==> config.mk <==
export PLATFORM = sky130hd
export DESIGN_NAME = mem_access_unit
export DESIGN_NICKNAME = d
export VERILOG_FILES = /design/src/rtl/mem_pkg.sv /design/src/rtl/lane_merge.sv /design/src/rtl/mem_access_unit.sv
export SDC_FILE = /design/constraint.sdc
export NUM_CORES = 1
export LEC_CHECK = 0
export CAP_MARGIN = 40
export CORE_MARGIN = 10
export CORE_UTILIZATION = 40
export DETAILED_ROUTE_END_ITERATION = 10
export PLACE_DENSITY = 0.82
export SYNTH_ARGS = -nofsm -noshare
export SYNTH_HDL_FRONTEND = slang
export SYNTH_SLANG_ARGS = --single-unit
==> constraint.sdc <==
create_clock -name clk -period 2.7 [get_ports clk]
set_input_delay 0.675 -clock clk [delete_from_list [all_inputs] [get_ports clk]]
set_output_delay 0.675 -clock clk [all_outputs]
set_load 0.02 [all_outputs]
==> src/rtl/mem_pkg.sv <==
// Shared encodings and lane-placement helper for the memory access unit.
package mem_pkg;

   localparam logic [1:0] SZ_BYTE = 2'b00;
   localparam logic [1:0] SZ_HALF = 2'b01;
   localparam logic [1:0] SZ_WORD = 2'b10;

   typedef enum logic {S_IDLE, S_RMW_WR} state_t;

   localparam logic [31:0] BYTE_MASK = 32'h0000_00FF;
   localparam logic [31:0] HALF_MASK = 32'h0000_FFFF;
   localparam logic [31:0] WORD_MASK = 32'hFFFF_FFFF;

   // Bit offset of the addressed lane inside the memory word.
   function automatic logic [4:0] lane_shift(input logic [1:0] size, input logic [1:0] off,
                                             input logic be);
      logic [1:0] lane;
      lane = off;
      if (size[1]) begin
         lane = 2'd0;
      end else if (be) begin
         lane = (size == SZ_BYTE) ? (2'd3 - off) : (2'd2 - off);
      end
      return {lane, 3'b000};
   endfunction

   function automatic logic [31:0] lane_mask(input logic [1:0] size);
      if (size == SZ_BYTE) return BYTE_MASK;
      if (size == SZ_HALF) return HALF_MASK;
      return WORD_MASK;
   endfunction

endpackage

==> src/rtl/lane_merge.sv <==
// Replaces the addressed byte/halfword lane of a memory word with new store data.
module lane_merge
   import mem_pkg::*;
#(
   parameter int unsigned BIG_ENDIAN = 0
) (
   input  logic [31:0] old_word,
   input  logic [31:0] new_data,
   input  logic [1:0]  off,
   input  logic [1:0]  size,
   output logic [31:0] merged
);

   logic [4:0]  shift;
   logic [31:0] mask;

   always_comb begin
      shift  = lane_shift(size, off, BIG_ENDIAN != 0);
      mask   = lane_mask(size);
      merged = (old_word & ~(mask << shift)) | ((new_data & mask) << shift);
   end

endmodule

==> src/rtl/mem_access_unit.sv <==
// Byte/halfword load-store front end for a word-addressed data memory; sub-word
// stores run as a two-cycle read-modify-write that stalls the pipeline.
module mem_access_unit
   import mem_pkg::*;
#(
   parameter int unsigned ERR_CNT_W  = 8,
   parameter int unsigned BIG_ENDIAN = 0
) (
   input  logic                 clk,
   input  logic                 rst,
   input  logic [31:0]          Add,
   input  logic [31:0]          WData,
   input  logic                 MemRead,
   input  logic                 MemWrite,
   input  logic [1:0]           Size,
   input  logic                 Unsigned,
   output logic [31:0]          RData,
   output logic                 Stall,
   output logic                 AlignErr,
   output logic [ERR_CNT_W-1:0] ErrCount,
   output logic [31:0]          MAdd,
   output logic [31:0]          MWData,
   output logic                 MMemRead,
   output logic                 MMemWrite,
   input  logic [31:0]          MRData
);

   state_t                state_q, state_d;
   logic [31:0]           merge_q, merge_d;
   logic [ERR_CNT_W-1:0]  err_q;
   logic [31:0]           merged;
   logic [31:0]           lane_word;
   logic                  is_byte, is_half, is_word, misal, req;

   lane_merge #(
      .BIG_ENDIAN (BIG_ENDIAN)
   ) u_lane_merge (
      .old_word (MRData),
      .new_data (WData),
      .off      (Add[1:0]),
      .size     (Size),
      .merged   (merged)
   );

   assign is_byte  = (Size == SZ_BYTE);
   assign is_half  = (Size == SZ_HALF);
   assign is_word  = Size[1];
   assign misal    = (is_half && Add[0]) || (is_word && (Add[1:0] != 2'b00));
   assign req      = MemRead || MemWrite;
   assign AlignErr = req && misal;
   assign MAdd     = {Add[31:2], 2'b00};
   assign ErrCount = err_q;
   assign lane_word = MRData >> lane_shift(Size, Add[1:0], BIG_ENDIAN != 0);

   always_comb begin
      state_d   = state_q;
      merge_d   = merge_q;
      Stall     = 1'b0;
      RData     = 32'h0;
      MWData    = 32'h0;
      MMemRead  = 1'b0;
      MMemWrite = 1'b0;
      // Everything is gated by rst so outputs stay quiet while reset is held.
      if (rst) begin
         unique case (state_q)
            S_IDLE: begin
               if (req && !misal) begin
                  if (MemWrite) begin
                     if (is_word) begin
                        MMemWrite = 1'b1;
                        MWData    = WData;
                     end else begin
                        MMemRead = 1'b1;
                        Stall    = 1'b1;
                        merge_d  = merged;
                        state_d  = S_RMW_WR;
                     end
                  end else begin
                     MMemRead = 1'b1;
                     if (is_byte) begin
                        RData = Unsigned ? {24'h0, lane_word[7:0]}
                                         : {{24{lane_word[7]}}, lane_word[7:0]};
                     end else if (is_half) begin
                        RData = Unsigned ? {16'h0, lane_word[15:0]}
                                         : {{16{lane_word[15]}}, lane_word[15:0]};
                     end else begin
                        RData = MRData;
                     end
                  end
               end
            end
            S_RMW_WR: begin
               MMemWrite = 1'b1;
               MWData    = merge_q;
               state_d   = S_IDLE;
            end
            default: state_d = S_IDLE;
         endcase
      end
   end

   always_ff @(posedge clk or negedge rst) begin
      if (!rst) begin
         state_q <= S_IDLE;
         merge_q <= 32'h0;
         err_q   <= '0;
      end else begin
         state_q <= state_d;
         merge_q <= merge_d;
         if (state_q == S_IDLE && AlignErr && err_q != '1) begin
            err_q <= err_q + ERR_CNT_W'(1);
         end
      end
   end

endmodule

After elaboration in Yosys (flattened, before gate mapping)
Index checks and enable logic that the tools add are counted.
{"block": "totals", "regBits": 41, "inputBits": 103, "out_inout_bits": 108, "wordCells": 63}
{"block": "classes", "n_addsub": 1, "n_eq_ne": 2, "shifts": 3, "muxes": 36, "bitwise": 6, "reduce_logical": 12}
{"operator": "32-bit two-way mux", "n": 16}
{"operator": "32-bit bitwise AND", "n": 2}
{"operator": "32-bit case mux with 2 select lines", "n": 1}
{"operator": "32-bit by 5-bit left shift with 32-bit output", "n": 2}
{"operator": "32-bit inverter", "n": 1}
{"operator": "32-bit OR", "n": 1}
{"operator": "32-bit by 5-bit right shift with 16-bit output", "n": 1}
{"operator": "1-bit two-way mux", "n": 16}
{"operator": "8-bit by 1-bit adder with 8-bit output, second input constant", "n": 1}
{"operator": "8-bit != test, second input constant", "n": 1}
{"operator": "1-bit logical AND", "n": 6}
{"operator": "5-bit AND reduction", "n": 1}
{"operator": "1-bit case mux with 2 select lines", "n": 2}
{"operator": "2-bit by 1-bit == test with 1-bit output, second input constant", "n": 1}
{"operator": "2-bit zero test", "n": 1}
{"operator": "1-bit logical OR", "n": 2}
{"operator": "2-bit two-way mux", "n": 1}
{"operator": "1-bit inverter", "n": 2}
{"operator": "2-bit nonzero test", "n": 1}
{"operator": "1-bit zero test", "n": 1}

Depth between registers and ports, before layout
{"block": "logic_depth", "ltp_word": 9, "depth_mapped": 7, "depth_no_buf": 5}

By module
A second synthesis with hierarchy kept.
{"block": "unflattened", "hier_cells": 479, "area_unflattened_um2": 4224.1}
{"mod": "mem_access_unit", "n_inst": 1, "cells_each": 351, "area_per_inst_um2": 3244.4, "seq_area_each_um2": 1026.0}
{"mod": "lane_merge", "n_inst": 1, "cells_each": 128, "area_per_inst_um2": 979.7, "seq_area_each_um2": 0.0}

Worst setup path before layout
Ideal clock, no wire load.
{"block": "synth_path", "path_type": "input to output", "start": "in Add[1]", "end": "out RData[10]", "arrival_ps": 2272, "required_ps": 2025, "slack_ps": -247, "cell_stages": 7, "n_path_buf": 3, "cell_sequence": "buf_4 -> o21bai_1 -> buf_4 -> a32o_1 -> o31a_4 -> buf_6 -> nor3_1"}
{"block": "synth_via", "elab_chain_cells": 9, "elab_cells_between_ends": 15}
{"item": "start, declared", "line": "mem_access_unit.sv:11", "text": "input logic [31:0] Add,"}
{"item": "2-bit two-way mux", "line": "mem_pkg.sv:19", "text": "if (size[1]) begin"}
{"item": "32-bit by 5-bit right shift with 16-bit output", "line": "mem_access_unit.sv:53", "text": "assign lane_word = MRData >> lane_shift(Size, Add[1:0], BIG_ENDIAN != 0);"}
{"item": "32-bit two-way mux", "line": "mem_access_unit.sv:84", "text": "RData = Unsigned ? {16'h0, lane_word[15:0]}"}
{"item": "32-bit two-way mux", "line": "mem_access_unit.sv:83", "text": "end else if (is_half) begin"}
{"item": "32-bit two-way mux", "line": "mem_access_unit.sv:80", "text": "if (is_byte) begin"}
{"item": "32-bit two-way mux", "line": "mem_access_unit.sv:68", "text": "if (MemWrite) begin"}
{"item": "32-bit two-way mux (*)", "line": "mem_access_unit.sv:67", "text": "if (req && !misal) begin"}
{"item": "32-bit two-way mux (*)", "line": "mem_access_unit.sv:65", "text": "unique case (state_q)"}
{"item": "32-bit two-way mux (*)", "line": "mem_access_unit.sv:64", "text": "if (rst) begin"}
{"item": "end, declared", "line": "mem_access_unit.sv:17", "text": "output logic [31:0] RData,"}
Every way passes the cells marked *; elsewhere a longest branch is shown, timed or not.

Worst setup path after layout
{"block": "layout_path", "start": "in Add[0]", "end": "out RData[28]"}
The elaborated chain is that of the path after synthesis.

==> results.yml <==
synth:
  synth_area_leaders: "dfrtp_1 (26%), mux2i_1 (12%), nor2_1 (8.2%), buf_4 (6.6%), a22o_1 (4.5%)"
  synth_most_common_cell: "nor2_1"
  synth_edf_count: 0
  yosysWarnings: 0
  synth_seq_cells: 41
  synth_seq_area_share_pct: 26.4
  synth_common_cells: "nor2_1 (85), mux2i_1 (48), dfrtp_1 (41)"
  avgSynthCellArea_um2: 8.02
  ys_types: 47
  syn_inst: 485
  async_reset_ff_share_pct: 100
  yosys.area.top_type_share_pct: 26.4
  synth_top_cell_by_area: "dfrtp_1"
  synth_area_mm2: 0.00389
  synthFlopType: "dfrtp_1"
worst_setup_path:
  path_common_cell: "buf_6"
  critPathArrivalTime_ns: 2.26
  reg2reg_to: "merge_q[22]"
  cp-startpoint: "Add[0]"
  path_delay_family: "buffers and inverters"
  r2r_start: "state_q"
  critPathBufInv: 7
  worstPathRequired_ns: 2.03
  endpoint_kind: "primary output"
  r2r_setup_slack_ns: 0.93
  startpoint_type: "primary input"
  cp_max_fo: 8
  path_class: "primary input to primary output"
  path_cells: "buf_8, buf_8, buf_6, a21oi_2, or2_4, buf_6, nand3_4, buf_12, buf_6, nor3_2, buf_4"
  max_stage_delay_ns: 0.19
  cp_slowest_cell: "nor3_2"
  worst_r2r_path_depth: 6
floorplanning:
  dieArea_mm2: 0.0141
  core_region_area_mm2: 0.00937
  num_io_pins: 211
  start_util_pct: 41.5
  die_x_um: 119
  rows: 35
  die_h_um: 119
placed_design:
  io_buffers: 148
  postPlaceCellArea_mm2: 0.00595
  globalplace.congestion: 0.981
  dp_hpwl_um: 12700
hold_path:
  min_path_type: "flop to flop"
  holdPathEnd: "merge_q[2]"
  whs_path_depth: 2
  hold_start: "merge_q[2]"
grt:
  grt_max_degree: 48
  grt_overflow: 0
  grt.total_usage_pct: 24.2
  grt_pass1_vias: 4925
  antenna_found_initial: 0
  grt_pass1_wl_um: 27800
cts:
  clock_latency_ns: 0.30
  cts.sinks: 41
  ctsHtreeMaxLevel: 2
  cts.clk_slew.worst_paths_ns: 0.09
  numCtsBuffers: 5
  clockBufferDepth: 2
  cts_tree: "yes"
  cts-root-buf: "clkbuf_8"
outcome:
  violations: "setup timing"
  status: "finished, violations left"
drt:
  viasPerCell: 5.94
  wl_per_cell_um: 24.0
  firstDrtPassIters: 5
  ant_nets: 0
  dr.first_iter.drc_count: 488
  route.detailed.drc: 0
  wl_um: 20100
  vias: 4969
sta:
  clock_skew_ns: 0.00657
  worst-slew-pin-transition_ns: 0.628
  period_share_pct: 109
  fmax_mhz: 341
  setup_violations: 64
  finalHoldViolations: 0
  max_slew_margin_pct: 58.1
  period_minus_slack_ns: 2.93
  setup_slack_ns: -0.231
  rsz0062_at_grt: "true"
  hold_slack_ns: 0.486
  finalMaxSlewViolations: 0
finish:
  area_growth_pct: 83.9
  fill_cells: 647
  layout.area.seq_mm2: 0.00103
  final_area_mm2: 0.00716
  antennaDiodeCount: 0
  layout-drive-gt1-share_pct: 43.9
  multi_input_area_mm2: 0.00301
  finalNetCount: 811
  fin_util_pct: 76.4
power_and_ir_drop:
  leakage_nw: 3.04
  ir_drop_uv: 250
  p_per_area_mw_per_mm2: 391
run:
  maxCapViolCount: 0
sequential cells by signal, summed over array words and instances, names as in the netlist:
signal and count:
ErrCount 8, state_q 1, merge_q 32
layer usage:
metal | GRT usage, % | routed length, um | vias to the layer above
li1 | - | - | 2170
met1 | 27.7 | 7150 | 2360
met2 | 42.2 | 10200 | 352
met3 | 5.28 | 1820 | 87
met4 | 10.5 | 906 | 0
met5 | 0 | 0 | -
kinds of logic after synthesis:
group | share of synthesized area, %
buf+inv | 11.7
xor+xnor | 1.35
fa+ha+maj | 0.321
simple gates | 22.7
mux | 14.7
flops | 26.4
compound gates | 22.8
other cells | 0.0964
tightest hold or removal path, stage by stage (launching register included):
cell and delay, ns:
dfrtp_1 0.35, nand2_1 0.04, o21ai_0 0.06
cell type report:
class | instances | share of cell area, %
flip-flops and latches | 41 | 14.4
inverters | 6 | 0.315
repair buffers | 285 | 39.3
multi-input cells | 368 | 42.1
clock buffers | 6 | 1.15
well taps | 129 | 2.26
clock inverters | 2 | 0.524
per-stage QoR:
stage                     std cells  TNS (ns)  power (mW)  setup slack (ns)
final                           837     -6.28        2.80            -0.231
after detailed placement        783    -61.37        2.01             -1.03
after global placement          783    -58.33        1.96            -0.984
after CTS                       815     -2.11        2.64            -0.157
after global routing            837     -8.18        2.92            -0.252
after floorplan                 486     -1.71        1.53            -0.119
worst max-delay path by stage:
stage,to,slack (ns),cells past startpoint
4_1_cts,RData[24],-0.16,11
5_1_grt,RData[28],-0.25,11
3_5_place_dp,RData[20],-1.03,9
6_report,RData[28],-0.23,11
3_3_place_gp,RData[13],-0.98,7
2_1_floorplan,RData[31],-0.12,6
layout by cell type, fill, tap and decap left out, types with 5 or more instances in the layout:
master and n:
buf_4 106, buf_6 73, clkdlybuf4s50_1 60, nor2_1 51, mux2i_1 47, dfrtp_1 40, nor2_4 33, nand2_1 28
a21oi_1 27, a22o_1 20, nor3_4 17, o21ai_0 16, dlygate4sd2_1 15, nor2b_1 12, buf_12 9, mux2_2 8
a32oi_1 8, a221oi_1 8, buf_2 8, o2bb2ai_1 7, o22ai_1 7, nor3_2 6, a22oi_1 6, a31oi_1 6
xnor2_1 6, clkbuf_8 6, and2_1 5, buf_8 5
where the power goes:
group	switching, mW	internal, mW
sequential	0.135	0.775
clock	0.242	0.301
combinational	0.691	0.655
what timing repair did:
action                     CTS  global route
pin swaps                   23            45
cloned                       5             3
gates resized for setup    466            99
setup endpoints to repair   68            64
buffers inserted            19            22
hold buffers                 0             0
(Power assumes the default switching activity.)
